`config.mk`:
```
export PLATFORM = sky130hd
export DESIGN_NAME = pc_fetch_unit_flat
export DESIGN_NICKNAME = d
export VERILOG_FILES = /design/src/rtl/pc_fetch_unit_if.sv /design/src/rtl/pc_fetch_unit.sv /design/src/flat_wrapper.sv
export SDC_FILE = /design/constraint.sdc
export NUM_CORES = 1
export LEC_CHECK = 0
export ABC_CLOCK_PERIOD_IN_PS = 4300
export BUFFER_PORTS_ARGS = -buffer_cell sky130_fd_sc_hd__buf_2
export CAP_MARGIN = 20
export CORE_MARGIN = 2
export CORE_UTILIZATION = 54
export CTS_BUF_LIST = sky130_fd_sc_hd__clkbuf_16
export DETAILED_ROUTE_END_ITERATION = 7
export PLACE_DENSITY = 0.8
export REMOVE_ABC_BUFFERS = 1
export SLEW_MARGIN = 10
export SYNTH_ARGS = -nofsm -noshare
export SYNTH_HDL_FRONTEND = slang
export SYNTH_SLANG_ARGS = --single-unit
```
`constraint.sdc`:
```
create_clock -name clk -period 4.3 [get_ports clk]
set_input_delay 0.43 -clock clk [delete_from_list [all_inputs] [get_ports clk]]
set_output_delay 0.43 -clock clk [all_outputs]
set_load 0.05 [all_outputs]
```
`src/rtl/pc_fetch_unit_if.sv`:
```
// pc_fetch_unit_if: bundles the branch-select, instruction-memory and decode
// handshake signals of the ZAFx32 fetch unit.
// master = the fetch unit itself, slave = its surroundings (memory/branch/decode).
interface pc_fetch_unit_if #(
  parameter int AW = 32,
  parameter int DW = 32
);
  logic          branch_taken;
  logic [AW-1:0] branch_target;
  logic          imem_req;
  logic [AW-1:0] imem_addr;
  logic          imem_ack;
  logic [DW-1:0] imem_rdata;
  logic          instr_valid;
  logic [DW-1:0] instr_out;
  logic [AW-1:0] instr_pc;
  logic          dec_ready;

  modport master (
    input  branch_taken, branch_target, imem_ack, imem_rdata, dec_ready,
    output imem_req, imem_addr, instr_valid, instr_out, instr_pc
  );

  modport slave (
    output branch_taken, branch_target, imem_ack, imem_rdata, dec_ready,
    input  imem_req, imem_addr, instr_valid, instr_out, instr_pc
  );
endinterface

```
`src/rtl/pc_fetch_unit.sv`:
```
// pc_fetch_unit: owns the ZAFx32 program counter, fetches one instruction at a
// time over a req/ack memory handshake and buffers it for decode (valid/ready).
// A branch redirect never lets a pre-branch instruction reach decode.
// Optional build macro FETCH_PERF_EN adds saturating fetch/flush counters.
module pc_fetch_unit #(
  parameter int            AW       = 32,
  parameter int            DW       = 32,
  parameter logic [AW-1:0] RESET_PC = '0
) (
  input logic             clk,
  input logic             rst,
  pc_fetch_unit_if.master bus
`ifdef FETCH_PERF_EN
  ,
  output logic [31:0]     perf_fetch_cnt,
  output logic [31:0]     perf_flush_cnt
`endif
);

  typedef enum logic [1:0] {
    S_REQ     = 2'd0,
    S_DISCARD = 2'd1,
    S_HOLD    = 2'd2
  } state_t;

  state_t        state_q;
  logic [AW-1:0] pc_q;
  logic [AW-1:0] redir_q;
  logic          req_q;
  logic          valid_q;
  logic [DW-1:0] instr_q;
  logic [AW-1:0] ipc_q;

  // A memory completion only means something while our request is raised.
  logic fetch_ack;
  assign fetch_ack = req_q & bus.imem_ack;

  assign bus.imem_req    = req_q;
  assign bus.imem_addr   = pc_q;
  assign bus.instr_valid = valid_q;
  assign bus.instr_out   = instr_q;
  assign bus.instr_pc    = ipc_q;

  // Fetch FSM: request, optionally throw away a pending fetch after a redirect, then hold for decode.
  always_ff @(posedge clk or posedge rst) begin
    if (rst) begin
      state_q <= S_REQ;
      pc_q    <= RESET_PC;
      redir_q <= '0;
      req_q   <= 1'b0;
      valid_q <= 1'b0;
      instr_q <= '0;
      ipc_q   <= '0;
    end else begin
      case (state_q)
        S_REQ: begin
          if (!req_q) begin
            // First cycle after reset: nothing is outstanding, so a redirect just moves the pc.
            req_q <= 1'b1;
            if (bus.branch_taken) begin
              pc_q <= bus.branch_target;
            end
          end else if (fetch_ack) begin
            if (bus.branch_taken) begin
              // Returned data is from the wrong path; re-request at the target next cycle.
              pc_q <= bus.branch_target;
            end else begin
              instr_q <= bus.imem_rdata;
              ipc_q   <= pc_q;
              pc_q    <= pc_q + 1'b1;
              valid_q <= 1'b1;
              req_q   <= 1'b0;
              state_q <= S_HOLD;
            end
          end else if (bus.branch_taken) begin
            // The address must stay stable until the ack, so remember where to go afterwards.
            redir_q <= bus.branch_target;
            state_q <= S_DISCARD;
          end
        end

        S_DISCARD: begin
          if (fetch_ack) begin
            pc_q    <= bus.branch_taken ? bus.branch_target : redir_q;
            state_q <= S_REQ;
          end else if (bus.branch_taken) begin
            redir_q <= bus.branch_target;
          end
        end

        S_HOLD: begin
          if (bus.branch_taken) begin
            valid_q <= 1'b0;
            pc_q    <= bus.branch_target;
            req_q   <= 1'b1;
            state_q <= S_REQ;
          end else if (bus.dec_ready) begin
            valid_q <= 1'b0;
            req_q   <= 1'b1;
            state_q <= S_REQ;
          end
        end

        default: begin
          state_q <= S_REQ;
          req_q   <= 1'b1;
          valid_q <= 1'b0;
        end
      endcase
    end
  end

`ifdef FETCH_PERF_EN
  logic fetch_evt;
  logic flush_evt;

  // Classify this cycle: a completed fetch, and/or an instruction lost to a redirect.
  always_comb begin
    fetch_evt = fetch_ack && ((state_q == S_REQ) || (state_q == S_DISCARD));
    flush_evt = 1'b0;
    if (fetch_ack && (state_q == S_DISCARD)) begin
      flush_evt = 1'b1;
    end
    if (fetch_ack && (state_q == S_REQ) && bus.branch_taken) begin
      flush_evt = 1'b1;
    end
    if ((state_q == S_HOLD) && bus.branch_taken && !bus.dec_ready) begin
      flush_evt = 1'b1;
    end
  end

  // Saturating event counters.
  always_ff @(posedge clk or posedge rst) begin
    if (rst) begin
      perf_fetch_cnt <= '0;
      perf_flush_cnt <= '0;
    end else begin
      if (fetch_evt && (perf_fetch_cnt != 32'hFFFF_FFFF)) begin
        perf_fetch_cnt <= perf_fetch_cnt + 32'd1;
      end
      if (flush_evt && (perf_flush_cnt != 32'hFFFF_FFFF)) begin
        perf_flush_cnt <= perf_flush_cnt + 32'd1;
      end
    end
  end
`endif

endmodule

```
`src/flat_wrapper.sv`:
```
// flat-port wrapper written by rule: the top's interface ports become plain ports
module pc_fetch_unit_flat 
#(
  parameter int            AW       = 32,
  parameter int            DW       = 32,
  parameter logic [AW-1:0] RESET_PC = '0
)
  (clk, rst, bus_branch_taken, bus_branch_target, bus_imem_ack, bus_imem_rdata, bus_dec_ready, bus_imem_req, bus_imem_addr, bus_instr_valid, bus_instr_out, bus_instr_pc);
  pc_fetch_unit_if #(.AW(AW), .DW(DW)) bus_i ();
  input logic clk;
  input logic rst;
  input wire logic [$bits(bus_i.branch_taken)-1:0] bus_branch_taken;
  input wire logic [$bits(bus_i.branch_target)-1:0] bus_branch_target;
  input wire logic [$bits(bus_i.imem_ack)-1:0] bus_imem_ack;
  input wire logic [$bits(bus_i.imem_rdata)-1:0] bus_imem_rdata;
  input wire logic [$bits(bus_i.dec_ready)-1:0] bus_dec_ready;
  output wire logic [$bits(bus_i.imem_req)-1:0] bus_imem_req;
  output wire logic [$bits(bus_i.imem_addr)-1:0] bus_imem_addr;
  output wire logic [$bits(bus_i.instr_valid)-1:0] bus_instr_valid;
  output wire logic [$bits(bus_i.instr_out)-1:0] bus_instr_out;
  output wire logic [$bits(bus_i.instr_pc)-1:0] bus_instr_pc;
  assign bus_i.branch_taken = bus_branch_taken;
  assign bus_i.branch_target = bus_branch_target;
  assign bus_i.imem_ack = bus_imem_ack;
  assign bus_i.imem_rdata = bus_imem_rdata;
  assign bus_i.dec_ready = bus_dec_ready;
  assign bus_imem_req = bus_i.imem_req;
  assign bus_imem_addr = bus_i.imem_addr;
  assign bus_instr_valid = bus_i.instr_valid;
  assign bus_instr_out = bus_i.instr_out;
  assign bus_instr_pc = bus_i.instr_pc;
  pc_fetch_unit #(.AW(AW), .DW(DW), .RESET_PC(RESET_PC)) u_core (.clk(clk), .rst(rst), .bus(bus_i));
endmodule
```
Yosys cells after proc, flatten, opt, wreduce, memory -nomap -nowiden
Index checks and enable logic that the tools add are counted.
{"block": "totals", "regBits": 132, "inputBits": 69, "output_inout_bits": 98, "word_cells": 60}
{"block": "op_classes", "add_sub_neg": 1, "n_eq_ne": 10, "n_mux": 30, "bitwise": 3, "n_reduce_logical": 9}
{"op": "2-to-1 mux 32 bit", "count": 8}
{"op": "one-hot mux 32 bit (3 select lines)", "count": 1}
{"op": "one-hot mux 32 bit (2 select lines)", "count": 1}
{"op": "adder 32 x 1 -> 32 bit, second input constant", "count": 1}
{"op": "2-to-1 mux 2 bit", "count": 7}
{"op": "2-to-1 mux 1 bit", "count": 10}
{"op": "AND reduction 5 bit", "count": 2}
{"op": "!= test 3 bit, second input constant", "count": 3}
{"op": "!= test 2 x 1 -> 1 bit, second input constant", "count": 3}
{"op": "one-hot mux 1 bit (3 select lines)", "count": 2}
{"op": "one-hot mux 2 bit (3 select lines)", "count": 1}
{"op": "AND reduction 2 bit", "count": 2}
{"op": "AND reduction 4 bit", "count": 1}
{"op": "!= test 3 x 2 -> 1 bit, second input constant", "count": 1}
{"op": "AND reduction 3 bit", "count": 1}
{"op": "nonzero test 3 bit", "count": 1}
{"op": "equality test 2 x 1 -> 1 bit, second input constant", "count": 1}
{"op": "equality test 2 bit, second input constant", "count": 1}
{"op": "zero test 2 bit", "count": 1}
{"op": "!= test 2 bit, second input constant", "count": 1}
{"op": "NOT 1 bit", "count": 2}
{"op": "nonzero test 2 bit", "count": 1}
{"op": "AND 1 bit", "count": 1}

Logic depth before layout (Yosys ltp)
{"block": "logic_depth", "ltp_word": 5, "depth_mapped": 10, "mapped_depth_nobuf": 7}

Least setup slack after synthesis
No wires, ideal clock.
{"block": "synth_timing", "kind": "flip-flop to flip-flop", "start": "register u_core.pc_q[7], in the netlist u_core.bus.imem_addr[7]", "end": "register u_core.pc_q[17], in the netlist u_core.bus.imem_addr[17]", "setup_ns": 0.087, "arrival_time_ns": 2.387, "required_time_ns": 4.213, "slack_ns": 1.826, "path_stages_with_launch": 8, "n_path_buf": 2, "period_less_slack_ns": 2.474, "cell_sequence": "dfrtp_1 > clkbuf_2 > nand4_4 > or4_1 > buf_2 > or3_1 > xor2_1 > a211oi_2"}
{"block": "synth_between", "elab_chain_cells": 5}
{"item": "from (decl)", "line_no": "pc_fetch_unit.sv:27", "source": "logic [AW-1:0] pc_q;"}
{"item": "from (signal assigned)", "line_no": "pc_fetch_unit.sv:61", "source": "pc_q <= bus.branch_target;"}
{"item": "from (signal assigned)", "line_no": "pc_fetch_unit.sv:66", "source": "pc_q <= bus.branch_target;"}
{"item": "from (signal assigned)", "line_no": "pc_fetch_unit.sv:70", "source": "pc_q <= pc_q + 1'b1;"}
{"item": "adder 32 x 1 -> 32 bit", "line_no": "pc_fetch_unit.sv:70"}
{"item": "2-to-1 mux 32 bit", "line_no": "pc_fetch_unit.sv:64", "source": "if (bus.branch_taken) begin"}
{"item": "2-to-1 mux 32 bit", "line_no": "pc_fetch_unit.sv:63", "source": "end else if (fetch_ack) begin"}
{"item": "2-to-1 mux 32 bit", "line_no": "pc_fetch_unit.sv:57", "source": "if (!req_q) begin"}
{"item": "one-hot mux 32 bit (3 select lines)", "line_no": "pc_fetch_unit.sv:55", "source": "case (state_q)"}
Every way passes these cells. The select of a mux whose other input is x is not followed.
A chain may end at the register's enable or synchronous reset.

Worst setup path in the final report
{"block": "layout_timing", "start": "register u_core.state_q[1]", "end": "register u_core.pc_q[30], in the netlist u_core.bus.imem_addr[30]"}
{"block": "layout_between", "elab_chain_cells": 3, "elab_cells_between_ends": 8, "cone_classes": "4 x eq/ne; 1 x mux; 3 x reduce/logical"}
{"item": "from (decl)", "line_no": "pc_fetch_unit.sv:26", "source": "state_t state_q;"}
{"item": "from (signal assigned)", "line_no": "pc_fetch_unit.sv:47", "source": "state_q <= S_REQ;"}
{"item": "from (signal assigned)", "line_no": "pc_fetch_unit.sv:73", "source": "state_q <= S_HOLD;"}
{"item": "from (signal assigned)", "line_no": "pc_fetch_unit.sv:78", "source": "state_q <= S_DISCARD;"}
{"item": "equality test 2 x 1 -> 1 bit, or another cell as far along", "line_no": "pc_fetch_unit.sv:55"}
{"item": "!= test 2 x 1 -> 1 bit (no source line), or another cell as far along"}
{"item": "AND reduction 3 bit (no source line)"}
Parallel ways exist; a longest one is shown, timed or not.

==> results <==
- The worst reg-to-reg setup slack is 1.52 ns.
- The final layout net count is approximately 880.
- The proportion of layout cells with a drive suffix above 1 is 37.55%.
- The mean number of vias per cell is approximately 6.3.
- STA classifies the critical path endpoint as a flop.
- The number of cells on the worst reg-to-reg path is 7.
- Including well taps, the total number of placed cells is around 950.
- The worst min-delay path class is primary input to asynchronous set/reset pin.
- In the layout the commonest cells are sky130_fd_sc_hd__buf_2, sky130_fd_sc_hd__dfrtp_1, sky130_fd_sc_hd__mux2_2.
- In this design, the critical path's most frequently occurring cell is sky130_fd_sc_hd__a21o_1.
- The final critical path takes up roughly 65% of the cycle.
- Synthesis inferred between 100 and 150 register bits.
- The weighted congestion reported at the end of routability-driven placement is 0.8941.
- The required time at the endpoint of the critical path is between 4 and 5 ns.
- TritonCTS built the clock tree.
- Entering global routing, the biggest net connects about 110 pins.
- The minimum clock period after layout is about 2.8 ns.
- Setup violations remaining at the end of the flow were counted as 0.
- The global-route total usage across every layer is between 20% and 30%.
- Summing all flip-flop and latch instances after layout gives 3303 sq um.
- The biggest area contributor in the post-synthesis netlist is sky130_fd_sc_hd__dfrtp_1.
- The master cell of the clock root buffer is sky130_fd_sc_hd__clkbuf_16.
- The CTS buffer count is 17.
- Leaving out fill and tap cells, the most frequent cell in the layout is sky130_fd_sc_hd__buf_2.
- For this run, the number of Yosys warnings is 0.
- In this run the number of H-tree levels came out at 4.
- The max-capacitance violation count is 0.
- After floorplanning, the core was divided into 41 placement rows.
- The die boundary height is roughly 120 um.
- On the final layout, the worst clock skew is about 0.0070 ns.
- The count of inserted antenna diode cells is 0.
- After filler insertion, the fill cell instance count of the layout stands at 968.
- The area of the multi-input gates is roughly 3400 sq um.
- For this design, the sink count on the clock tree is ~130.
- The startpoint class of the critical path is a flop.
- Yosys attributes the largest share of cell area to sky130_fd_sc_hd__dfrtp_1, sky130_fd_sc_hd__mux2_2, sky130_fd_sc_hd__nand2_1.
- The remaining routing DRC violations is 0.
- The launch point of the worst reg-to-reg path is u_core.state_q[1].
- The first global-routing pass estimated ~32 mm of wire.
- The total half-perimeter wirelength after legalization and detailed placement is around 13 mm.
- The proportion of netlist area held by the largest area contributor is a little under half.
- After routing, the total negative slack on setup checks comes to 0 ns.
- In the synthesized netlist the async set-or-reset flop fraction comes to 100.0%.
- The hold violation total from the final report is 0.
- The headroom to the max-slew limit is approximately a third.
- Setup repair after global routing left no endpoint under its margin.
- Walking the worst path, the cells encountered are inv_1 -> ha_1 -> a21o_1 -> a21o_1 -> buf_4 -> nor4_1 -> a311o_1.
- The worst stage delay on the critical path is ~0.62 ns.
- The initial utilization of the core area, before any placement, comes to 55.26%.
- The buffer count from post-CTS setup fixing is 0.
- The initial antenna violation count is 0.
- The area growth from synthesis to layout is 22.57%.
- The via count of the first global-routing pass is between 6000 and 7000.
- Along the worst path, the maximum fanout reaches 26.
- The first-iteration detailed-routing DRC count is around 500.
- The wire length reported by the detailed router is 19.53 mm.
- Of the synthesized area, sequential elements account for roughly 48%.
- At the pin with the least slew margin, the transition time is just under 1 ns.
- The data arrival at the endpoint of the critical path is a little over 3 ns.
- Based on the critical path, the design can be clocked at up to 360.0 MHz.
- The routed wire length per instance is ~20 um.
- The total number of vias is roughly 6200.
- At the later pin of the worst-skew pair, clock insertion delay measures 0.43 ns.
- The boundary pin count is ~170.
- The total grt overflow is 0.
- The max-slew violation count is 0.
- The placeable core region is around 13000 sq um.
- The library cell contributing the largest single delay on the critical path is sky130_fd_sc_hd__ha_1.
- Yosys mapped a number of flops with a built-in enable equal to 0.
- The post-synthesis cell count is 660.
- The number of iterations in the first detailed-routing pass is 8.
- The end of the worst register-to-register path is u_core.bus.imem_addr[30].
- Port buffering added between 150 and 200 buffers.
- The flow ran to the end, and the final reports show no timing, DRC or antenna violations.
- The number of routed nets with antenna violations is 0.
- Each instance of the synthesized netlist takes up on average around 11 sq um.
- The floorplan step set the die width to about 120 um.
- The count of distinct cell types in the synthesized netlist is 63.
- The clock transition at the registers of the reported paths is 0.06 ns.
- The post-synthesis instance area is between 6000 and 7000 sq um.
- No sink is reached through more buffers than the 2 on the longest clock path.
- After clock tree synthesis, the flow added hold-fix buffers numbering 0.
- For this run, the leading register cell type out of synthesis is sky130_fd_sc_hd__dfrtp_1.
- The finished layout holds between 900 and 1000 standard cells, fillers aside.
- The kind of critical path is flop to flop.
- The die covers about 14000 sq um.
- The post-cts gate resize count is 0.
[layout make-up]
type / instances / area share, %
clock buffer: 17 / 4.997
clock inverter: 15 / 2.014
timing repair buffer: 178 / 11.05
multi-input combinational: 459 / 39.93
sequential: 132 / 38.80
tap: 172 / 2.528
inverter: 14 / 0.6761
[synth_stat cells, types with 4 or more instances]
library cell                count
sky130_fd_sc_hd__clkbuf_1      45
sky130_fd_sc_hd__inv_1         12
sky130_fd_sc_hd__a221oi_1       5
sky130_fd_sc_hd__a22oi_1       17
sky130_fd_sc_hd__mux2i_1       19
sky130_fd_sc_hd__o211ai_1       6
sky130_fd_sc_hd__nor4_1         7
sky130_fd_sc_hd__o21ai_0       36
sky130_fd_sc_hd__a21oi_1       38
sky130_fd_sc_hd__mux2_2        91
sky130_fd_sc_hd__o2111ai_1      4
sky130_fd_sc_hd__xnor2_1        8
sky130_fd_sc_hd__nand2_1       53
sky130_fd_sc_hd__dfrtp_1      132
sky130_fd_sc_hd__buf_2          4
sky130_fd_sc_hd__nor2_1        28
sky130_fd_sc_hd__nand3_1       14
sky130_fd_sc_hd__a31oi_1       10
sky130_fd_sc_hd__a21o_1         5
sky130_fd_sc_hd__a211oi_1       5
sky130_fd_sc_hd__nand2b_1       5
sky130_fd_sc_hd__and4_1         6
sky130_fd_sc_hd__nand4_1       14
sky130_fd_sc_hd__buf_1          5
sky130_fd_sc_hd__nor3_1        11
sky130_fd_sc_hd__ha_1           5
sky130_fd_sc_hd__o221ai_1      10
[worst max-delay path by stage]
stage	slack, ns	cells after the start	start	endpoint
global route	1.34	7	u_core.state_q[1]	u_core.bus.imem_addr[30]
global placement	1.52	4	bus_branch_taken	u_core.bus.imem_req
detailed placement	1.42	4	bus_branch_taken	u_core.bus.imem_req
floorplan	0.34	1	rst	u_core.bus.imem_addr[0]
finish	1.52	7	u_core.state_q[1]	u_core.bus.imem_addr[30]
CTS	1.46	5	u_core.state_q[0]	u_core.bus.imem_addr[18]
[state kept, by name, indices dropped and copies added (netlist names)]
register / count
u_core.bus.imem_addr: 32
u_core.bus.instr_out: 32
u_core.bus.instr_pc: 32
u_core.redir_q: 32
u_core.state_q: 2
u_core.bus.imem_req: 1
u_core.bus.instr_valid: 1
[worst max-delay path, delay by kind of cell (launching register included)]
family / cells / cell delay (ns)
AO/OA/AOI/OAI: 3 / 1.02
adder cells (fa/ha/maj): 1 / 0.62
flip-flops: 1 / 0.40
AND/OR/NAND/NOR: 1 / 0.10
buffers and inverters: 2 / 0.49
[kinds of logic after synthesis]
kind of cell | Yosys count | share of synthesized area (%)
XOR/XNOR | 10 | 1.261
adder cells (fa/ha/maj) | 5 | 0.9007
buffers and inverters | 69 | 3.819
flip-flops | 132 | 47.56
multiplexers | 110 | 17.49
AND/OR/NAND/NOR | 159 | 11.82
AO/OA/AOI/OAI | 175 | 17.15
[through the flow]
stage               setup WS (ns)  hold slack [ns]  utilization [%]  cell area [sq um]
floorplan                  0.3440           0.4741                -               6733
global placement            1.517           0.4549            62.77               7889
detailed placement          1.421           0.4668            62.77               7889
CTS                         1.462           0.2269            67.52               8486
global route                1.341           0.2311            67.74               8513
finish                      1.522           0.2194            67.74               8513
[routing by layer]
metal | GRT usage, % | wire, um | share of wire, %
met5 | 0 | 0 | 0
met4 | 12.95 | 605 | 3.1
met3 | 6.420 | 1658 | 8.5
met2 | 46.02 | 9328 | 48
met1 | 38.02 | 7938 | 41
Power is not shown: default switching activity piles up to over one toggle a cycle in this logic, so the estimate is an artifact.
